===== src/rtl/nonrestoring_divider_if.sv =====
`default_nettype none
// ============================================================================
// Module   : nonrestoring_divider_if
// Brief    : Start/busy/done handshake and operand/result bundle for the divider.
// Revision : 1.0 - initial release
// ============================================================================
interface nonrestoring_divider_if #(
  parameter int WIDTH = 8
);
  logic                 start;
  logic [2*WIDTH-1:0]   dividend;
  logic [WIDTH-1:0]     divisor;
  logic                 busy;
  logic                 done;
  logic [WIDTH-1:0]     quotient;
  logic [WIDTH-1:0]     remainder;
  logic                 div_by_zero;
  logic                 overflow;

  modport master (
    output start, dividend, divisor,
    input  busy, done, quotient, remainder, div_by_zero, overflow
  );

  modport slave (
    input  start, dividend, divisor,
    output busy, done, quotient, remainder, div_by_zero, overflow
  );
endinterface
`default_nettype wire


===== src/rtl/nonrestoring_divider.sv =====
`default_nettype none
// ============================================================================
// Module   : nonrestoring_divider
// Brief    : Unsigned sequential non-restoring divider, 2W-bit / W-bit dividend,
//            one quotient bit per clock, with divide-by-zero and overflow flags.
// Revision : 1.0 - initial release
// ============================================================================
module nonrestoring_divider #(
  parameter int WIDTH = 8
) (
  input  logic                  clk,
  input  logic                  rst_n,
  nonrestoring_divider_if.slave bus
);

  localparam int                  c_CNT_W    = $clog2(WIDTH) + 1;
  localparam logic [c_CNT_W-1:0]  c_CNT_INIT = c_CNT_W'(WIDTH);
  localparam logic [c_CNT_W-1:0]  c_CNT_LAST = c_CNT_W'(1);

  typedef enum logic [1:0] {
    S_IDLE = 2'd0,
    S_ITER = 2'd1,
    S_FIX  = 2'd2,
    S_DONE = 2'd3
  } state_t;

  state_t               r_state;
  state_t               w_state_nxt;
  logic                 w_accept;
  logic                 w_busy;
  logic                 w_done;

  logic [WIDTH+1:0]     r_a;
  logic [WIDTH-1:0]     r_q;
  logic [WIDTH-1:0]     r_m;
  logic [c_CNT_W-1:0]   r_cnt;
  logic [WIDTH-1:0]     r_quotient;
  logic [WIDTH-1:0]     r_remainder;
  logic                 r_div_by_zero;
  logic                 r_overflow;

  logic [WIDTH-1:0]     w_div_hi;
  logic                 w_div_zero;
  logic                 w_div_ovf;
  logic [WIDTH+1:0]     w_m_ext;
  logic [WIDTH+1:0]     w_a_shift;
  logic [WIDTH+1:0]     w_a_iter;
  logic [WIDTH+1:0]     w_a_fix;

  assign w_div_hi   = bus.dividend[2*WIDTH-1:WIDTH];
  assign w_div_zero = (bus.divisor == '0);
  // Quotient fits in WIDTH bits only when the upper half is below the divisor.
  assign w_div_ovf  = (w_div_hi >= bus.divisor);

  assign w_m_ext    = {2'b00, r_m};
  assign w_a_shift  = {r_a[WIDTH:0], r_q[WIDTH-1]};
  assign w_a_iter   = r_a[WIDTH+1] ? (w_a_shift + w_m_ext) : (w_a_shift - w_m_ext);
  assign w_a_fix    = r_a[WIDTH+1] ? (r_a + w_m_ext) : r_a;

  always_ff @(posedge clk or negedge rst_n) begin
    if (!rst_n) begin
      r_state <= S_IDLE;
    end else begin
      r_state <= w_state_nxt;
    end
  end

  always_comb begin
    w_state_nxt = r_state;
    w_accept    = 1'b0;
    w_busy      = 1'b0;
    w_done      = 1'b0;
    case (r_state)
      S_IDLE: begin
        if (bus.start) begin
          w_accept = 1'b1;
          if (w_div_zero || w_div_ovf) begin
            w_state_nxt = S_DONE;
          end else begin
            w_state_nxt = S_ITER;
          end
        end
      end
      S_ITER: begin
        w_busy = 1'b1;
        if (r_cnt == c_CNT_LAST) begin
          w_state_nxt = S_FIX;
        end
      end
      S_FIX: begin
        w_busy      = 1'b1;
        w_state_nxt = S_DONE;
      end
      S_DONE: begin
        w_done      = 1'b1;
        w_state_nxt = S_IDLE;
      end
      default: begin
        w_state_nxt = S_IDLE;
      end
    endcase
  end

  always_ff @(posedge clk or negedge rst_n) begin
    if (!rst_n) begin
      r_a           <= '0;
      r_q           <= '0;
      r_m           <= '0;
      r_cnt         <= '0;
      r_quotient    <= '0;
      r_remainder   <= '0;
      r_div_by_zero <= 1'b0;
      r_overflow    <= 1'b0;
    end else begin
      if (w_accept) begin
        r_m           <= bus.divisor;
        r_a           <= {2'b00, w_div_hi};
        r_q           <= bus.dividend[WIDTH-1:0];
        r_cnt         <= c_CNT_INIT;
        r_div_by_zero <= 1'b0;
        r_overflow    <= 1'b0;
        if (w_div_zero) begin
          r_div_by_zero <= 1'b1;
          r_quotient    <= '1;
          r_remainder   <= bus.dividend[WIDTH-1:0];
        end else if (w_div_ovf) begin
          r_overflow    <= 1'b1;
          r_quotient    <= '1;
          r_remainder   <= '0;
        end
      end else if (r_state == S_ITER) begin
        r_a   <= w_a_iter;
        r_q   <= {r_q[WIDTH-2:0], ~w_a_iter[WIDTH+1]};
        r_cnt <= r_cnt - 1'b1;
      end else if (r_state == S_FIX) begin
        // Results are captured here so they are already stable while done is high.
        r_a         <= w_a_fix;
        r_quotient  <= r_q;
        r_remainder <= w_a_fix[WIDTH-1:0];
      end
    end
  end

  assign bus.busy        = w_busy;
  assign bus.done        = w_done;
  assign bus.quotient    = r_quotient;
  assign bus.remainder   = r_remainder;
  assign bus.div_by_zero = r_div_by_zero;
  assign bus.overflow    = r_overflow;

endmodule
`default_nettype wire


===== src/flat_wrapper.sv =====
// flat-port wrapper written by rule: the top's interface ports become plain ports
module nonrestoring_divider_flat 
#(
  parameter int WIDTH = 8
)
  (clk, rst_n, bus_start, bus_dividend, bus_divisor, bus_busy, bus_done, bus_quotient, bus_remainder, bus_div_by_zero, bus_overflow);
  nonrestoring_divider_if #(.WIDTH(WIDTH)) bus_i ();
  input  logic clk;
  input  logic rst_n;
  input wire logic [$bits(bus_i.start)-1:0] bus_start;
  input wire logic [$bits(bus_i.dividend)-1:0] bus_dividend;
  input wire logic [$bits(bus_i.divisor)-1:0] bus_divisor;
  output wire logic [$bits(bus_i.busy)-1:0] bus_busy;
  output wire logic [$bits(bus_i.done)-1:0] bus_done;
  output wire logic [$bits(bus_i.quotient)-1:0] bus_quotient;
  output wire logic [$bits(bus_i.remainder)-1:0] bus_remainder;
  output wire logic [$bits(bus_i.div_by_zero)-1:0] bus_div_by_zero;
  output wire logic [$bits(bus_i.overflow)-1:0] bus_overflow;
  assign bus_i.start = bus_start;
  assign bus_i.dividend = bus_dividend;
  assign bus_i.divisor = bus_divisor;
  assign bus_busy = bus_i.busy;
  assign bus_done = bus_i.done;
  assign bus_quotient = bus_i.quotient;
  assign bus_remainder = bus_i.remainder;
  assign bus_div_by_zero = bus_i.div_by_zero;
  assign bus_overflow = bus_i.overflow;
  nonrestoring_divider #(.WIDTH(WIDTH)) u_core (.clk(clk), .rst_n(rst_n), .bus(bus_i));
endmodule

===== config.mk =====
export PLATFORM = sky130hd
export DESIGN_NAME = nonrestoring_divider_flat
export DESIGN_NICKNAME = d
export VERILOG_FILES = /design/src/rtl/nonrestoring_divider_if.sv /design/src/rtl/nonrestoring_divider.sv /design/src/flat_wrapper.sv
export SDC_FILE = /design/constraint.sdc
export NUM_CORES = 1
export LEC_CHECK = 0
export ABC_AREA = 1
export CAP_MARGIN = 0
export CORE_MARGIN = 2
export CORE_UTILIZATION = 51
export CTS_CLUSTER_SIZE = 25
export DETAILED_ROUTE_END_ITERATION = 7
export GPL_TIMING_DRIVEN = 0
export MAX_ROUTING_LAYER = met4
export PLACE_DENSITY = 0.87
export SYNTH_ARGS = -nofsm -noshare
export SYNTH_HDL_FRONTEND = slang
export SYNTH_SLANG_ARGS = --single-unit

===== constraint.sdc =====
create_clock -name clk -period 2.1 [get_ports clk]
set_input_delay 0.21 -clock clk [delete_from_list [all_inputs] [get_ports clk]]
set_output_delay 0.21 -clock clk [all_outputs]
set_load 0.005 [all_outputs]

==> impl_metrics.tcl <==
set metrics [dict create \
    outcome "finished with violations" \
    violations "negative setup slack" \
    synth_area_leaders "dfrtp_1 (33%), nand2_1 (14%), ha_1 (11%), nand3_1 (8.4%), inv_1 (6.9%)" \
    reg2reg_depth 17 \
    fin_nets 673 \
    synth_top_area_share_pct 33.5 \
    insertion_delay_ns 0.31 \
    initial_utilization_pct 52.1 \
    timing.rr.end "u_core.r_q[0]$_DFFE_PN0P_" \
    track_usage_pct 28.0 \
    post_drt_wl_per_cell_um 16.1 \
    rsz0062_at_grt "yes" \
    drive_gt1_share_pct 17.3 \
    r2r_slack_ns -0.23 \
    fin_crit_ns 2.33 \
    final_common_cell "nand2_1" \
    max_cap_viol_count 0 \
    dpl.hpwl_mm 7.83 \
    mostFrequentLayoutCells "nand2_1 (133), inv_1 (62), nand3_1 (53)" \
    antennaDiodeCount 0 \
    die_area_sq_um 8030 \
    grt_pass1_wl_mm 16.8 \
    synth-edff-count 0 \
    slowest_delay_ns 0.40 \
    clock_path_buffers 2 \
    chipWidth_um 89.6 \
    viasPerCell 5.73 \
    first_pass_iters 6 \
    cts_tree "built" \
    htreeDepth 2 \
    cp_cell_sequence "inv_2 > ha_4 > nand3_4 > buf_4 > nand2_4 > xor2_2 > ha_1 > nand2_1 > nand2_2 > inv_2 > nand2_2 > nand2_1 > nand2_2 > inv_2 > nand2_2 > nand4_1 > nand2_1" \
    required_ns 2.36 \
    setup-violations-final 9 \
    post-route-period-util_pct 111 \
    final_area_sq_um 4890 \
    drt_iter0_drc 473 \
    dpl_worst_slack_ns -0.323 \
    hp-class "primary input to async pin" \
    vias 4072 \
    gp_congestion 0.967 \
    rows 31 \
    clkSinkCount 50 \
    arrival_ns 2.58 \
    ys_ff_latch 50 \
    num_io_pins 47 \
    postLayoutSetupSlackWorst_ns -0.228 \
    yosysWarnings 0 \
    ys.flop_type "dfrtp_1" \
    syn-cell-area_sq_um 3740 \
    synthCells 532 \
    cp_common_cell "nand2_2" \
    wirelength_mm 11.5 \
    end_kind "flop" \
    synthArstFlopShare_pct 100 \
    grt_pass1_vias 3629 \
    drcViolationCount 0 \
    ys_types 37 \
    placed_area_sq_um 4340 \
    port_buffers 46 \
    grt_overflow_total 0 \
    critPathSlowestCell "dfrtp_1" \
    worstSetupPathType "flop to flop" \
    syn_to_final_growth_pct 30.9 \
    core_sq_um 7180 \
    synth_nets 594 \
    grt_max_degree 41 \
    path_clk_slew_ns 0.11 \
    ys_seq_area_share_pct 33.5 \
    timing.rr.start "u_core.r_m[0]$_DFFE_PN0P_" \
    hold_violations 0 \
    antenna_left 0 \
    fmax_mhz 430 \
    yosys.area.top_type "dfrtp_1" \
    cts_root_buffer "clkbuf_8" \
    cp_max_fo 4 \
    worstSetupStartpointType "flop" \
    cts_made_buffers 5 \
    whs_ns 0.320 \
    fin_skew_ns 0.0174 \
    avgSynthCellArea_sq_um 7.03 \
    die_h_um 89.6 \
    max-slew-margin-rel_pct 56.4 \
    antenna_found_initial 0 \
    worstMarginPinSlew_ns 0.655 \
    timing_max_transition_violations_final 0 \
]
==> synthesized netlist by cell type, types with 2 or more instances <==
master    number
nand2_1      144
inv_1         69
nand3_1       63
dfrtp_1       50
nor2_1        49
o21ai_0       36
ha_1          33
a21oi_1       21
clkbuf_1       7
xor2_1         7
nand4_1        5
or2_2          5
buf_2          4
nand3b_1       4
nor2_2         4
o22ai_1        4
a22oi_1        2
fa_1           2
inv_4          2
o211ai_1       2
o21a_1         2
xnor2_1        2
==> worst max-delay path: cells and delay by family (launching register included) <==
family	cells	cell delay, ns
adder cells (fa/ha/maj)	2	0.52
XOR/XNOR	1	0.18
buffers and inverters	4	0.30
AND/OR/NAND/NOR	10	0.87
flip-flops	1	0.40
==> layout make-up <==
| type | count | area, sq um |
|---|---|---|
| Multi-Input combinational cell | 397 | 2380 |
| Fill cell | 545 | 2280 |
| Sequential cell | 50 | 1250 |
| Timing Repair Buffer | 72 | 669 |
| Inverter | 72 | 282 |
| Tap cell | 99 | 124 |
| Buffer | 13 | 71.3 |
| Clock buffer | 5 | 68.8 |
| Clock inverter | 3 | 48.8 |
==> worst max path at each step <==
stage | start | end | cells past startpoint
2_1_floorplan | u_core.r_m[1]$_DFFE_PN0P_ | u_core.r_a[7]$_DFFE_PN0P_ | 17
3_3_place_gp | rst_n | u_core.r_m[6]$_DFFE_PN0P_ | 1
3_5_place_dp | u_core.r_m[1]$_DFFE_PN0P_ | u_core.r_a[7]$_DFFE_PN0P_ | 17
4_1_cts | u_core.r_m[1]$_DFFE_PN0P_ | u_core.r_a[7]$_DFFE_PN0P_ | 17
5_1_grt | u_core.r_m[1]$_DFFE_PN0P_ | u_core.r_a[7]$_DFFE_PN0P_ | 17
6_report | u_core.r_m[0]$_DFFE_PN0P_ | u_core.r_q[0]$_DFFE_PN0P_ | 17
==> metrics by stage <==
step | TNS, ns | instances | util (%)
after CTS | -0.560 | 698 | 64.5
after global routing | -2.50 | 711 | 68.2
after detailed placement | -6.17 | 678 | 60.5
after global placement | -33.46 | 677 | 60.3
final | -1.48 | 711 | 68.2
after floorplan | 0 | 532 | -
==> repair_timing <==
action | 4_1_cts | 5_1_grt
pin swaps | 19 | 32
hold endpoints to repair | 10 | 0
hold buffers | 1 | 0
gates cloned | 0 | 0
buffers inserted | 11 | 13
setup endpoints to repair | 12 | 29
resized for setup | 27 | 47
==> registers in the layout, indices dropped and copies added (netlist names) <==
signal and flops:
u_core.r_a 10, u_core.bus.quotient 8, u_core.bus.remainder 8, u_core.r_m 8
u_core.r_q 8, u_core.r_cnt 4, u_core.r_state 2, u_core.bus.div_by_zero 1
u_core.bus.overflow 1
==> layer usage <==
layer / vias to the layer above / wire length [um] / GRT usage (%)
met3: 49 / 1070 / 5.67
li1: 1887 / - / -
met4: 0 / 472 / 8.55
met2: 250 / 5500 / 46.2
met5: - / 0 / -
met1: 1886 / 4420 / 34.7
==> kinds of logic (layout without fill, tap and decap cells) <==
kind of cell,Yosys count,count (layout),synth area share (%)
AND/OR/NAND/NOR,280,280,32.3
buffers and inverters,85,165,9.01
AO/OA/AOI/OAI,73,73,11.0
flip-flops,50,50,33.5
adder cells (fa/ha/maj),35,35,12.1
XOR/XNOR,9,9,2.11
Power is not shown: default switching activity piles up to over one toggle a cycle in this logic, so the estimate is an artifact.
